**config.mk**
```make
export PLATFORM = sky130hd
export DESIGN_NAME = exception_unit
export DESIGN_NICKNAME = d
export VERILOG_FILES = /design/src/rtl/exception_unit.sv
export SDC_FILE = /design/constraint.sdc
export NUM_CORES = 1
export LEC_CHECK = 0
export ABC_AREA = 0
export BUFFER_PORTS_ARGS = -buffer_cell sky130_fd_sc_hd__buf_2
export CAP_MARGIN = 20
export CORE_ASPECT_RATIO = 0.7
export CORE_MARGIN = 5
export CORE_UTILIZATION = 47
export CTS_CLUSTER_DIAMETER = 100
export DETAILED_ROUTE_END_ITERATION = 7
export GPL_ROUTABILITY_DRIVEN = 1
export PLACE_DENSITY = 0.9
export SLEW_MARGIN = 20
export SYNTH_ARGS = -nofsm -noshare
export SYNTH_HDL_FRONTEND = slang
export SYNTH_SLANG_ARGS = --single-unit
```
**constraint.sdc**
```tcl
create_clock -name clk -period 3 [get_ports clk]
set_input_delay 0.45 -clock clk [delete_from_list [all_inputs] [get_ports clk]]
set_output_delay 0.45 -clock clk [all_outputs]
set_load 0.02 [all_outputs]
```
**src/rtl/exception_unit.sv**
```systemverilog
// Exception back end: captures exception state, steers the PC mux to the handler
// vector or back to ELR, and runs the external interrupt synchronise/mask/ack path.
module exception_unit #(
  parameter int             N      = 64,
  parameter logic [N-1:0]   VECTOR = 64'hD8
) (
  input  logic         clk,
  input  logic         reset,
  input  logic         Exc,
  input  logic         ERet,
  input  logic [3:0]   EStatus,
  input  logic [N-1:0] PC_cur,
  input  logic [31:0]  Instr,
  input  logic         IrqReq,
  input  logic [1:0]   SysSel,
  output logic         ExtIRQ,
  output logic         IrqAck,
  output logic         EProc,
  output logic         ERetSel,
  output logic [N-1:0] Vector,
  output logic [N-1:0] ELR,
  output logic [N-1:0] SysRegData,
  output logic         InHandler,
  output logic         Halted
);

  localparam logic [1:0] RUN     = 2'd0;
  localparam logic [1:0] HANDLER = 2'd1;
  localparam logic [1:0] HALT    = 2'd2;

  logic [1:0]   state;
  logic [1:0]   stateNext;
  logic         irqMeta;
  logic         irqS;
  logic         ackPend;
  logic [N-1:0] elr;
  logic [3:0]   esr;
  logic [31:0]  err;
  logic         irqAck;
  logic         inRun;
  logic         inHandler;
  logic         enterExc;
  logic         isIrq;
  logic         doubleFault;
  logic         leaveHandler;

  assign inRun        = (state == RUN);
  assign inHandler    = (state == HANDLER);
  assign isIrq        = (EStatus == 4'b0001);
  assign enterExc     = inRun & Exc;
  // A fault inside the handler beats a simultaneous ERET.
  assign doubleFault  = inHandler & Exc & (EStatus == 4'b0010);
  assign leaveHandler = inHandler & ERet & ~doubleFault;

  assign EProc     = enterExc;
  assign ERetSel   = leaveHandler;
  assign ExtIRQ    = irqS & inRun & ~ackPend;
  assign IrqAck    = irqAck;
  assign Vector    = VECTOR;
  assign ELR       = elr;
  assign InHandler = inHandler;
  assign Halted    = (state == HALT);

  always_comb begin
    stateNext = state;
    case (state)
      RUN: if (enterExc) stateNext = HANDLER;
      HANDLER: begin
        if (doubleFault)       stateNext = HALT;
        else if (leaveHandler) stateNext = RUN;
      end
      HALT:    stateNext = HALT;
      default: stateNext = RUN;
    endcase
  end

  always_comb begin
    SysRegData = '0;
    case (SysSel)
      2'b00:   SysRegData = elr;
      2'b01:   SysRegData = {{(N-4){1'b0}}, esr};
      2'b10:   SysRegData = {{(N-32){1'b0}}, err};
      default: SysRegData = '0;
    endcase
  end

  always_ff @(posedge clk or negedge reset) begin
    if (!reset) begin
      state   <= RUN;
      irqMeta <= 1'b0;
      irqS    <= 1'b0;
    end else begin
      state   <= stateNext;
      irqMeta <= IrqReq;
      irqS    <= irqMeta;
    end
  end

  // ackPend hides the synchroniser lag after the device drops its request.
  always_ff @(posedge clk or negedge reset) begin
    if (!reset) begin
      ackPend <= 1'b0;
      irqAck  <= 1'b0;
    end else begin
      irqAck <= enterExc & isIrq;
      if (enterExc && isIrq) ackPend <= 1'b1;
      else if (!irqS)        ackPend <= 1'b0;
    end
  end

  always_ff @(posedge clk or negedge reset) begin
    if (!reset) begin
      elr <= '0;
      esr <= '0;
      err <= '0;
    end else if (enterExc) begin
      elr <= PC_cur;
      esr <= EStatus;
      err <= Instr;
    end
  end

endmodule
```
* Word level (Yosys, flattened, before mapping)
Cells that the tools add are included.
Storage, ports and cells: register bits 106, bits of input ports 107, logic and storage cells 38, output and inout port bits 198
Cells by class: equality and inequality tests 9, multiplexer cells 7, bitwise logic cells 10, reductions and logical operators 4
Operators with widths (count):
- case mux 64 bit (3 select lines) | 1
- bitwise AND 1 bit | 8
- two-way mux 2 bit | 3
- case mux 2 bit (3 select lines) | 1
- == test 2 x 1 -> 1 bit (second input constant) | 2
- == test 2 bit (second input constant) | 2
- == test 4 x 1 -> 1 bit (second input constant) | 1
- == test 4 x 2 -> 1 bit (second input constant) | 1
- logical NOT 2 bit | 2
- != test 2 x 1 -> 1 bit (second input constant) | 2
- != test 3 x 2 -> 1 bit (second input constant) | 1
- two-way mux 1 bit | 2
- NOT 1 bit | 2
- AND reduction 2 bit | 1
- logical AND 1 bit | 1

* Depth between registers and ports, before layout
Gate-level depths: netlist of run 1.
depth in word-level cells 8, mapped depth 4, mapped depth without buffers 3

* Least setup slack after synthesis of run 1
Ideal clock, no wire load.
path kind in2out, start in SysSel[1], end out SysRegData[0], path buffers 2, data required time 2.550 ns, path slack 1.102 ns, data arrival time 1.448 ns, cell stages on the path 4, path through buf_2 buf_2 mux2i_1 o21ai_0
On the way: word-level cells in the longest chain between the ends 2, elaborated cells on any way between the ends 4, those cells by class eq/ne (2); mux (1); reduce/logical (1)
Ends and longest elaborated chain:
- start: declaration | RTL line 15 | input logic [1:0] SysSel,
- == test 2 bit, or another cell as far along | RTL line 79 | case (SysSel)
- case mux 64 bit (3 select lines) (*) | RTL line 79
- end: declaration | RTL line 22 | output logic [N-1:0] SysRegData,
Mark *: on every way between the ends. The rest lies on a longest branch, timed or not.

* Worst setup path in the final report of run 1
start in SysSel[1], end out SysRegData[22]
Same word-level chain as after synthesis.

==> results of run 1 <==
worst reg2reg max path: stages, from the launching register on:
cell and delay [ps]:
sky130_fd_sc_hd__dfrtp_1 430, sky130_fd_sc_hd__nor3b_4 270, sky130_fd_sc_hd__buf_4 590, sky130_fd_sc_hd__mux2_1 460
registers in the layout, indices dropped and copies added, names as in the netlist:
register,count
irqMeta,1
state,2
irqS,1
ackPend,1
ELR,64
err,32
IrqAck,1
esr,4
per-layer routing:
| layer | wire [um] | global-route usage, % | up-vias |
|---|---|---|---|
| li1 | - | - | 1713 |
| met1 | 5003 | 22.42 | 1792 |
| met2 | 6383 | 32.00 | 163 |
| met3 | 1080 | 5.819 | 14 |
| met4 | 142 | 5.887 | 0 |
| met5 | 0 | 0 | - |
kinds of logic (layout without fill, tap and decap cells):
logic type	after synthesis	count (layout)	synth area share [%]
compound gates	7	7	0.8216
buf+inv	87	264	12.20
flops	106	106	51.23
mux	132	132	27.94
other cells	2	64	0.1451
simple gates	75	75	7.661
synth_stat cells (all sizes together):
| cell type | count |
|---|---|
| nand4b | 1 |
| and2 | 32 |
| nand2b | 1 |
| nor2b | 2 |
| mux2 | 100 |
| o21ai | 4 |
| a21o | 2 |
| nand2 | 4 |
| conb | 2 |
| nor2 | 31 |
| mux2i | 32 |
| o21bai | 1 |
| dfrtp | 106 |
| nor4b | 1 |
| and4b | 1 |
| and3 | 1 |
| inv | 1 |
| buf | 79 |
| clkbuf | 7 |
| nor3b | 1 |
metrics by stage:
| step | worst slack [ps] | total power [uW] | cell area, um2 | util [%] | instances |
|---|---|---|---|---|---|
| floorplan | 1102 | 3244 | 5410 | - | 471 |
| global placement | 906.4 | 3756 | 6261 | 57.49 | 785 |
| detailed placement | 838.3 | 3841 | 6261 | 57.49 | 785 |
| CTS | 833.3 | 5037 | 6565 | 60.28 | 801 |
| global route | 767.6 | 5246 | 6565 | 60.28 | 801 |
| finish | 855.3 | 4966 | 6565 | 60.28 | 801 |
how the worst min path moves through the flow:
stage,cells past startpoint,from,to
2_1_floorplan,0,reset,ELR[0]$_DFFE_PN0P_
3_3_place_gp,0,irqMeta$_DFF_PN0_,irqS$_DFF_PN0_
3_5_place_dp,0,irqMeta$_DFF_PN0_,irqS$_DFF_PN0_
4_1_cts,1,reset,err[19]$_DFFE_PN0P_
5_1_grt,1,reset,ELR[17]$_DFFE_PN0P_
6_report,1,reset,err[19]$_DFFE_PN0P_
power breakdown:
| group | internal, uW | switching, uW | leakage (uW) | total (uW) |
|---|---|---|---|---|
| Combinational | 679 | 1030 | 0.00206 | 1710 |
| Sequential | 1820 | 261 | 0.00124 | 2080 |
| Clock | 673 | 504 | 0.000138 | 1180 |
cell type report:
class / count / area, um2
inverters: 1 / 3.754
multi-input cells: 278 / 2132
fillers: 926 / 4325
well taps: 153 / 191.4
clock inverters: 5 / 61.31
repair buffers: 247 / 1281
clock buffers: 11 / 242.7
flip-flops and latches: 106 / 2653
cell usage in the layout, fill, tap and decap left out, drive strengths merged, types with 2 or more instances in the layout:
master / instances
mux2i: 32
mux2: 100
o21ai: 4
buf: 247
clkbuf: 11
clkinvlp: 3
nand2: 4
nor2: 31
conb: 64
dfrtp: 106
and2: 32
nor2b: 2
a21o: 2
inv: 2
==> results summary, run 1 <==
By area the synthesized netlist is led by sky130_fd_sc_hd__dfrtp_1 (51%), sky130_fd_sc_hd__mux2_1 (15%), sky130_fd_sc_hd__buf_4 (9.4%). The synthesized design spends more area on one cell type than any other, namely sky130_fd_sc_hd__dfrtp_1. The wire length of the first global-routing pass is 19970 um.

The critical path's largest stage delay came out at 410 ps. For this run, the top clock speed supported by timing is 466.3 MHz. The startpoint identified for the worst register-to-register timing path is state[1]$_DFFE_PN0P_. The number of buffers inserted during clock tree synthesis is 9. The maximum fanout along the worst path came out at 18.

The height of the die came out at 97.82 um. The cell with the biggest individual delay on the critical path is sky130_fd_sc_hd__buf_2. The antenna diode instance count is 0. The count of buffer and inverter cells on the critical path is 3. The critical path startpoint category is an input port.

The total number of clock tree sinks is 106. The power density over cell area is 756.5 nW/um2. The initial antenna violation count was 0. The total via count after detailed routing is 3682. Synthesis instantiated 23 different standard cells from the library. The most critical setup path has its endpoint at SysRegData[22]. The final number of hold-violating endpoints is 0. The worst register-to-register path ends at ELR[18]$_DFFE_PN0P_. The min-delay analysis places its worst path in the category input port to async pin.

In the final routed layout, each cell accounts on average for 15.74 um. The floorplan die area is 13250 um2. Global routing finished with a remaining overflow of 0. The number of detailed-route iterations in the first pass is 4. The synthesized area divided by synthesized cell count came out at 12.66 um2. The worst path arrival time is 1690 ps. Clock-pin slew was measured on the worst setup and hold paths at 70 ps. Summed over all layers, the routed wires come to 12610 um. The top-area cell type share of the netlist area is 51.23%. STA classifies the critical path endpoint as an output port. For this run, design rule violations remaining after detail routing come to 0. The maximum number of pins on one net before global-route repair is 57. The smallest hold slack came out at 159.8 ps.

The run finished with clean final reports. The routed design could run at a clock period as short as 2145 ps. The sum of negative setup slack is 0 ps.

The final setup violation count is 0. The area growth from synthesis to layout is 26.80%. The leakage power came out at 0.003445 uW. The clock tree buffer depth is 2. The number of nets at the end of the flow came out at 750. In this run the post-CTS setup repair buffer count came out at 0. The core area is 10890 um2.

The number of hold buffers added after CTS was 0. Setup repair after global routing left no endpoint under its margin. The fraction of layout cells with a size suffix above 1 is 45.22%.

The clock latency reported for the late side of the worst-skew pair is 340 ps. The most critical setup path has its startpoint at SysSel[1]. The starting density of the core came out at 47.54%.

The number of pins exceeding their max-slew limit in the final report is 0. The floorplan step set the die width to 135.4 um. The number of standard-cell rows in the floorplan is 32. After detailed routing, the number of vias per cell comes to 4.597.

At the pin with the least slew margin, the transition time is 727.2 ps. The number of DRC violations after detailed-routing iteration 0 is 109. Once the clock tree was built, the resizer swapped 0 gates to a different size. Data on the critical path is required at its endpoint by 2550 ps.

The setup slack on the worst flop-to-flop path is 1130 ps. Counting flops and latches in the post-synthesis netlist gives 106. In the finished design, the share of the clock period the worst path needs comes to 71.49%. Clock tree synthesis selected as its root buffer the cell sky130_fd_sc_hd__clkbuf_16. The detailed placement HPWL is 10100 um. In this run the tightest slew margin relative to its limit is 51.52%. The warning count from the yosys run came out at 0. The cell area after synthesis came out at 5177 um2. The final clock skew came out at 6.606 ps. The instance count on the critical path came out at 5. The synthesized instance count came out at 409. The most used cell along the critical path is sky130_fd_sc_hd__buf_2.

Across the run, the number of max-cap violations was 0. The number of nets with antenna violations after routing came out at 0. The total I/O pin count is 305.

The critical path class is input port to output port. The routability congestion estimate came out at 0.7869. In this run the tool buffered the top-level ports with 240 buffer cells.

TritonCTS built the clock tree. The part of the Yosys area used for sequential elements is 51.23%. The global router's overall resource usage is 18.62%.

The number of global-route vias before repair is 3964. Traced cell by cell, the critical path runs through buf_2 > buf_4 > mux2i_1 > nor2_1 > buf_2. The number of H-tree levels came out at 3. The count of cells along the worst register-to-register path is 3.

The maximum vdd drop is 0.3717 mV. The kind of cell with the highest combined delay on the critical path is buffers and inverters.
(Power assumes the default switching activity.)
==> inputs of run 2 (changes only) <==
- ABC_AREA: 0 -> 1
- CORE_UTILIZATION: 47 -> 44
- PLACE_DENSITY: 0.9 -> 0.86
- clock period: 3 -> 2.25 ns (I/O delays scaled with it)
==> run 2 against run 1 <==
Hold slack got worse by 140 ps. Critical path depth unchanged. Critical endpoint is now SysRegData[50]. Die area increased by 3.7%. Power decreased by 23%. Critical path type unchanged. Clock-buffer cell count decreased by 2.
==> results summary, run 2 <==
The clock tree buffer depth came out at 2 (unchanged). The flip-flop count of the largest register, all copies and words added came out at 64 (unchanged). The leakage power was 0.003981 uW (was 0.003445 uW). The TritonCTS clock tree is built (unchanged). The floorplan die area was 13740 um2 (was 13250 um2). The commonest non-fill, non-tap cell in the layout is sky130_fd_sc_hd__nand2_1 (was sky130_fd_sc_hd__buf_2). The routability congestion estimate came to 0.8423 (was 0.7869). The number of H-tree levels came out at 3 (unchanged). The synthesized area divided by synthesized cell count came out at 8.307 um2 (was 12.66 um2). The top-area cell type share of the netlist area is 52.61% (was 51.23%). The sum of negative setup slack is 0 ps (unchanged). The internal power is 2878 uW (was 3172 uW). The share of power burned in the clock network came to 41.3% (was 23.7%).

The synthesis-to-finish area growth came out at 27.47% (was 26.80%). The final number of hold-violating endpoints is 0 (unchanged). The overflow left after global routing is 0 (unchanged). The number of enable-type register cells in the synthesized netlist is 0 (unchanged). The critical path's largest stage delay is 690 ps (was 410 ps). The capturing point of the worst reg2reg path is ELR[49]$_DFFE_PN0P_ (was ELR[18]$_DFFE_PN0P_). The number of placed cells counting well taps came out at 977 (was 785). The count of non-filler cells in the finished layout came out at 993 (was 801).

The die boundary width came out at 138.0 um (was 135.4 um). The global router's overall resource usage is 19.63% (was 18.62%). The kind of path behind the tightest hold check is input port to async pin (unchanged). The maximum fanout along the worst path was 32 (was 18). The maximum frequency from static timing analysis came out at 523.3 MHz.

The tightest slew margin relative to the limit came to 35.63% (was 51.52%). The synthesized instance count is 607 (was 409). The final clock skew is 5.564 ps (was 6.606 ps). The buffers inserted during post-CTS setup optimization was 0 (unchanged).

The number of global-route vias before repair came out at 4188 (was 3964). Cell types with the highest counts after synthesis: sky130_fd_sc_hd__nand2_1 (245), sky130_fd_sc_hd__dfrtp_1 (106), sky130_fd_sc_hd__buf_4 (73), sky130_fd_sc_hd__nor2_1 (41), sky130_fd_sc_hd__inv_1 (40) (was sky130_fd_sc_hd__dfrtp_1 (106), sky130_fd_sc_hd__mux2_1 (70), sky130_fd_sc_hd__buf_4 (65), sky130_fd_sc_hd__and2_1 (32), sky130_fd_sc_hd__mux2i_1 (32)). Result of the run: complete, no violations (unchanged).

The initial antenna violation count is 0 (unchanged). The data required time at the worst endpoint came out at 1910 ps (was 2550 ps). The sequential fraction of design power came to 49.5% (was 41.9%).

The fraction of layout cells with a size suffix above 1 is 32.26% (was 45.22%). The setup slack on the worst flop-to-flop path is 750 ps (was 1130 ps). The number of library cell types mapped by synthesis came out at 16 (was 23). The share of flip-flops with an asynchronous set or reset came out at 100.0% (unchanged). The power density over cell area is 598.8 nW/um2 (was 756.5 nW/um2). The maximum number of pins on one net before global-route repair was 60 (was 57). The total of buffers placed on input and output ports is 240 (unchanged).

The number of max-cap violations is 0 (unchanged). The number of nets at the end of the flow is 942 (was 750). The critical path startpoint category is an input port (unchanged).

The vias per cell came out at 4.452 (was 4.597). The detailed placement HPWL is 10700 um (was 10100 um). The total of hold buffers inserted after clock tree synthesis came to 0 (unchanged). Cell breakdown of the critical path: buf_2 > nor2_4 > inv_1 > nor2_1 > buf_2 (was buf_2 > buf_4 > mux2i_1 > nor2_1 > buf_2). The cell with the biggest individual delay on the critical path is sky130_fd_sc_hd__inv_1 (was sky130_fd_sc_hd__buf_2). The starting density of the core is 45.30% (was 47.54%).

The actual transition at the worst max-transition pin is 964.5 ps (was 727.2 ps). The shortest clock period the worst path allows after layout came out at 1911 ps. The total wire length after detailed routing is 14080 um (was 12610 um). The largest area contributor in the netlist is sky130_fd_sc_hd__dfrtp_1 (unchanged).

The smallest hold slack is 18.89 ps (was 159.8 ps). The most used flip-flop cell after synthesis is sky130_fd_sc_hd__dfrtp_1 (unchanged). The wire length of the first global-routing pass came out at 21250 um (was 19970 um). The most used cell along the critical path was sky130_fd_sc_hd__buf_2 (unchanged).

The register bit count reported by yosys is 106 (unchanged). The final routed wire length divided by cell count is 14.18 um (was 15.74 um). The number of pins exceeding their max-slew limit in the final report came out at 0 (unchanged). The core area is 11130 um2 (was 10890 um2). The switching share of power was 25.20% (was 36.12%). The count of cells along the worst register-to-register path is 6 (was 3). The warning count from the yosys run is 0 (unchanged). The count of unresolved DRC violations after routing is 0 (unchanged). The startpoint of the worst-slack reg-to-reg timing path is state[0]$_DFFE_PN0P_ (was state[1]$_DFFE_PN0P_). The power share of the combinational group came out at 9.2% (was 34.4%). The part of the Yosys area used for sequential elements came out at 52.61% (was 51.23%).

The clock latency reported for the late side of the worst-skew pair is 340 ps (about the same). The number of nets with antenna violations after routing is 0 (unchanged). The number of detailed-route iterations in the first pass is 5 (was 4).

The post-cts resize count came to 0 (unchanged). The number of standard-cell rows in the floorplan is 32 (unchanged). The total I/O pin count was 305 (unchanged).

The final setup violation count came out at 0 (unchanged). The maximum vdd drop is 0.3043 mV (was 0.3717 mV). The number of buffers inserted during clock tree synthesis is 9 (unchanged). The cell area after synthesis is 5042 um2 (was 5177 um2). The endpoint type of the worst setup path is an output port (unchanged). The dominant cell by count in the synthesized netlist is sky130_fd_sc_hd__nand2_1 (was sky130_fd_sc_hd__dfrtp_1). The antenna diode instance count came out at 0 (unchanged).

The root buffer cell is sky130_fd_sc_hd__clkbuf_16 (unchanged). The critical path class is input port to output port (unchanged). The fraction of the cycle the final worst path needs came out at 84.93%.

Cells taking the most area after synthesis: sky130_fd_sc_hd__dfrtp_1 (53%), sky130_fd_sc_hd__nand2_1 (18%), sky130_fd_sc_hd__buf_4 (11%) (was sky130_fd_sc_hd__dfrtp_1 (51%), sky130_fd_sc_hd__mux2_1 (15%), sky130_fd_sc_hd__buf_4 (9.4%)). The height of the die came out at 99.57 um (was 97.82 um). RSZ-0062 raised after global routing: no (unchanged). The number of DRC violations after detailed-routing iteration 0 is 308 (was 109). The net switching power figure came out at 970.0 uW (was 1794 uW).

The clock-pin slew of the registers on the worst-case setup and hold paths came out at 70 ps (about the same). The total via count after detailed routing is 4421 (was 3682). Most frequent cells in the layout: sky130_fd_sc_hd__nand2_1 (245), sky130_fd_sc_hd__buf_2 (239), sky130_fd_sc_hd__dfrtp_1 (106) (was sky130_fd_sc_hd__buf_2 (239), sky130_fd_sc_hd__dfrtp_1 (106), sky130_fd_sc_hd__mux2_1 (70)). The worst path arrival time is 1570 ps (was 1690 ps). The total number of clock tree sinks was 106 (unchanged).
==> run 2: cell types whose count changed after synthesis, sizes merged, moves of 6 or more <==
cell / delta
a22o: +28
mux2i: -32
nand3: +12
mux2: -100
inv: +42
o21ai: +31
buf: +6
and2: -32
nand2: +241
nor2: +11
==> run 2: area by class of cell <==
cell class / count / area [um2]
clock buffer: 9 / 225.2
multi-input combinational: 426 / 1821
sequential: 106 / 2653
timing repair buffer: 249 / 1296
tap: 153 / 191.4
fill: 1047 / 4703
inverter: 43 / 163.9
clock inverter: 7 / 77.57
==> run 2: how the worst max path moves through the flow <==
stage | start | to | slack (ps) | depth (start not counted)
floorplan | SysSel[0] | SysRegData[32] | 860 | 4
global placement | SysSel[0] | SysRegData[61] | 490 | 5
detailed placement | SysSel[0] | SysRegData[57] | 370 | 5
CTS | SysSel[0] | SysRegData[57] | 360 | 5
global route | SysSel[0] | SysRegData[54] | 190 | 5
finish | SysSel[0] | SysRegData[50] | 340 | 5
==> run 2: kinds of logic after synthesis <==
kind of cell / Yosys count / share of synthesized area [%]
compound gates: 63 / 8.338
other cells: 2 / 0.1489
simple gates: 299 / 22.85
flops: 106 / 52.61
buf+inv: 137 / 16.05
==> run 2: worst max-delay path, delay by kind of cell <==
kind,cells,cell delay (ps)
buffers and inverters,3,1060
and+or+nand+nor,2,160
==> run 2: layer usage <==
metal	GRT usage [%]	vias to the layer above	part of all wire [%]
met1	27.93	2047	44
li1	-	2195	-
met2	30.70	170	48
met5	0	-	0
met4	4.556	0	0.78
met3	4.499	9	7.5
==> run 2: power groups by stage <==
stage	Combinational (uW)	Sequential, uW	Clock (uW)
3_3_place_gp	344	1940	0
4_1_cts	351	1910	1630
2_1_floorplan	259	1940	0
5_1_grt	386	1910	1710
6_report	353	1910	1590
3_5_place_dp	350	1940	0
==> run 2: through the flow <==
stage          total power [uW]  util [%]  instance area (um2)  setup WS (ps)
3_3_place_gp               2288     55.02                 6125          487.7
5_1_grt                    4006     57.75                 6427          188.1
6_report                   3848     57.75                 6427          339.0
2_1_floorplan              2203         -                 5275          862.7
4_1_cts                    3887     57.75                 6427          363.7
3_5_place_dp               2294     55.02                 6125          368.1
==> inputs of run 3 (changes only) <==
- clock period: 2.25 -> 1.9 ns (I/O delays scaled with it)
==> run 3 against run 2 <==
Sequential power grew 18%. First-iteration DRC count shrank 10%. Clock-buffer cell count grew 1. Die area is the same. Power grew 19%. Worst setup slack lost 170 ps. Largest cell class unchanged. Final area grew 0.82%. Critical path type is now register to output port. Combinational power grew 21%. Via count grew 0.68%. Critical path depth shrank 1.
==> results summary, run 3 (synthesis gave the netlist of run 2 again) <==
Result of the run: complete, no violations (unchanged). The vias per cell came out at 4.464 (was 4.452). The power density over cell area is 708.5 nW/um2 (was 598.8 nW/um2). The clock-pin slew of the registers on the worst-case setup and hold paths came out at 70 ps (about the same). The flip-flop count of the largest register, all copies and words added came to 64 (unchanged).

The clock tree buffer depth is 2 (unchanged). The final clock skew is 7.325 ps (was 5.564 ps). The number of nets at the end of the flow is 946 (was 942). The global router's overall resource usage is 19.72% (was 19.63%). Most frequent cells in the layout: sky130_fd_sc_hd__nand2_1 (245), sky130_fd_sc_hd__buf_2 (239), sky130_fd_sc_hd__dfrtp_1 (106) (unchanged). The count of non-filler cells in the finished layout is 997 (was 993). The root buffer cell is sky130_fd_sc_hd__clkbuf_16 (unchanged). The number of buffers inserted during clock tree synthesis is 9 (unchanged).

The number of global-route vias before repair is 4183 (was 4188). The total I/O pin count is 305 (unchanged). The internal power came out at 3455 uW (was 2878 uW).

The number of H-tree levels is 3 (unchanged). The net switching power figure came to 1136 uW (was 970.0 uW). The commonest non-fill, non-tap cell in the layout was sky130_fd_sc_hd__nand2_1 (unchanged). The TritonCTS clock tree is built (unchanged). The fraction of layout cells with a size suffix above 1 came out at 32.46% (was 32.26%). The number of max-cap violations is 0 (unchanged). The count of unresolved DRC violations after routing is 0 (unchanged). The number of detailed-route iterations in the first pass is 5 (unchanged). The synthesis-to-finish area growth is 28.51% (was 27.47%). The wire length of the first global-routing pass came out at 21430 um (was 21250 um).

The clock latency reported for the late side of the worst-skew pair came out at 340 ps (about the same). The fraction of the cycle the final worst path needs is 91.03%. The worst path arrival time is 1440 ps (was 1570 ps).

The number of placed cells counting well taps came out at 980 (was 977). The sum of negative setup slack came out at 0 ps (unchanged). The maximum vdd drop came out at 0.4166 mV (was 0.3043 mV). The sequential fraction of design power came to 49.2% (was 49.5%). The core area came out at 11130 um2 (unchanged). The share of power burned in the clock network is 41.5% (was 41.3%).

The maximum fanout along the worst path came to 25 (was 32). The number of standard-cell rows in the floorplan is 32 (unchanged). The total number of clock tree sinks is 106 (unchanged). The total wire length after detailed routing is 14190 um (was 14080 um). The power share of the combinational group is 9.3% (was 9.2%). The number of pins exceeding their max-slew limit in the final report was 0 (unchanged).

The floorplan die area is 13740 um2 (unchanged). The kind of path behind the tightest hold check is input port to register (was input port to async pin). The height of the die came to 99.57 um (unchanged).

The total via count after detailed routing came out at 4451 (was 4421). The final routed wire length divided by cell count came out at 14.23 um (was 14.18 um). The leakage power came to 0.004013 uW (was 0.003981 uW). RSZ-0062 raised after global routing: no (unchanged). The number of DRC violations after detailed-routing iteration 0 is 277 (was 308). The antenna diode instance count is 0 (unchanged).

The maximum frequency from static timing analysis came out at 578.2 MHz. The detailed placement HPWL is 10890 um (was 10700 um). The final-layout fill cell count came out at 1041 (was 1047). The overflow left after global routing is 0 (unchanged). The total of buffers placed on input and output ports came out at 240 (unchanged). The endpoint type of the worst setup path is an output port (unchanged).

The switching share of power came out at 24.74% (was 25.20%). The die boundary width was 138.0 um (unchanged). The core occupancy in the finished layout is 58.22% (was 57.75%). The number of nets with antenna violations after routing was 0 (unchanged). The final setup violation count came out at 0 (unchanged).

The critical path startpoint category is a register (was input port). The maximum number of pins on one net before global-route repair came out at 73 (was 60). The final number of hold-violating endpoints is 0 (unchanged).

Subtracting the final worst setup slack from the clock period gives 1730 ps. The initial antenna violation count is 0 (unchanged). The starting density of the core came out at 45.30% (unchanged). The critical path class is register to output port (was input port to output port). The routability congestion estimate was 0.8640 (was 0.8423). The data required time at the worst endpoint came out at 1620 ps (was 1910 ps).

The post-cts resize count is 0 (unchanged).
## run 3: what timing repair did
| item | in CTS | in global routing |
|---|---|---|
| hold endpoints to repair | 27 | 0 |
| hold buffers | 1 | 0 |
| buffers inserted | 0 | 0 |
## run 3: final timing paths
| check | startpoint | to | slack, ps | depth (start not counted) |
|---|---|---|---|---|
| worst max register to register | state[0]$_DFFE_PN0P_ | ELR[58]$_DFFE_PN0P_ | 420 | 5 |
| worst min register to register | irqMeta$_DFF_PN0_ | irqS$_DFF_PN0_ | 350 | 0 |
| worst min-delay path | IrqReq | irqMeta$_DFF_PN0_ | 60 | 1 |
| min in group asynchronous | reset | ELR[45]$_DFFE_PN0P_ | 450 | 2 |
| worst max-delay path | state[0]$_DFFE_PN0P_ | EProc | 170 | 4 |
| max in group asynchronous | reset | err[26]$_DFFE_PN0P_ | 790 | 3 |
## run 3: power groups by stage
stage          clock, uW  sequential (uW)  combinational (uW)
2_1_floorplan          0             2300                 307
3_3_place_gp           0             2300                 417
3_5_place_dp           0             2300                 420
4_1_cts             1960             2260                 424
5_1_grt             2050             2260                 467
6_report            1910             2260                 427
## run 3: metal layers
metal	vias to the layer above	global-route usage, %	share of wire (%)
met5	-	0	0
met4	0	5.163	1.3
met3	17	5.056	8.1
met2	168	31.63	48
met1	2066	26.73	42
li1	2200	-	-
## run 3: layout make-up
cell class	instances	area (um2)	share of cell area, %
Tap cell	153	191.4	2.954
Clock buffer	10	239.0	3.688
Clock inverter	6	71.32	1.101
Multi-Input combinational cell	426	1821	28.09
Timing Repair Buffer	253	1341	20.70
Sequential cell	106	2653	40.93
Inverter	43	163.9	2.529
## run 3: metrics by stage
step | worst slack (ps) | power, uW | instance area [um2] | hold WS [ps]
final | 170.4 | 4591 | 6480 | 56.58
after global routing | 90.24 | 4772 | 6480 | 43.63
after CTS | 147.8 | 4641 | 6480 | 43.34
after detailed placement | 403.5 | 2722 | 6160 | 238.7
after global placement | 434.0 | 2718 | 6160 | 231.6
after floorplan | 570.6 | 2609 | 5275 | -10.59
## run 3: worst max-delay path, cell delays in order (launching register included)
cell	delay, ps
sky130_fd_sc_hd__dfrtp_1	420
sky130_fd_sc_hd__inv_2	90
sky130_fd_sc_hd__nand3_4	100
sky130_fd_sc_hd__inv_4	240
sky130_fd_sc_hd__buf_2	240
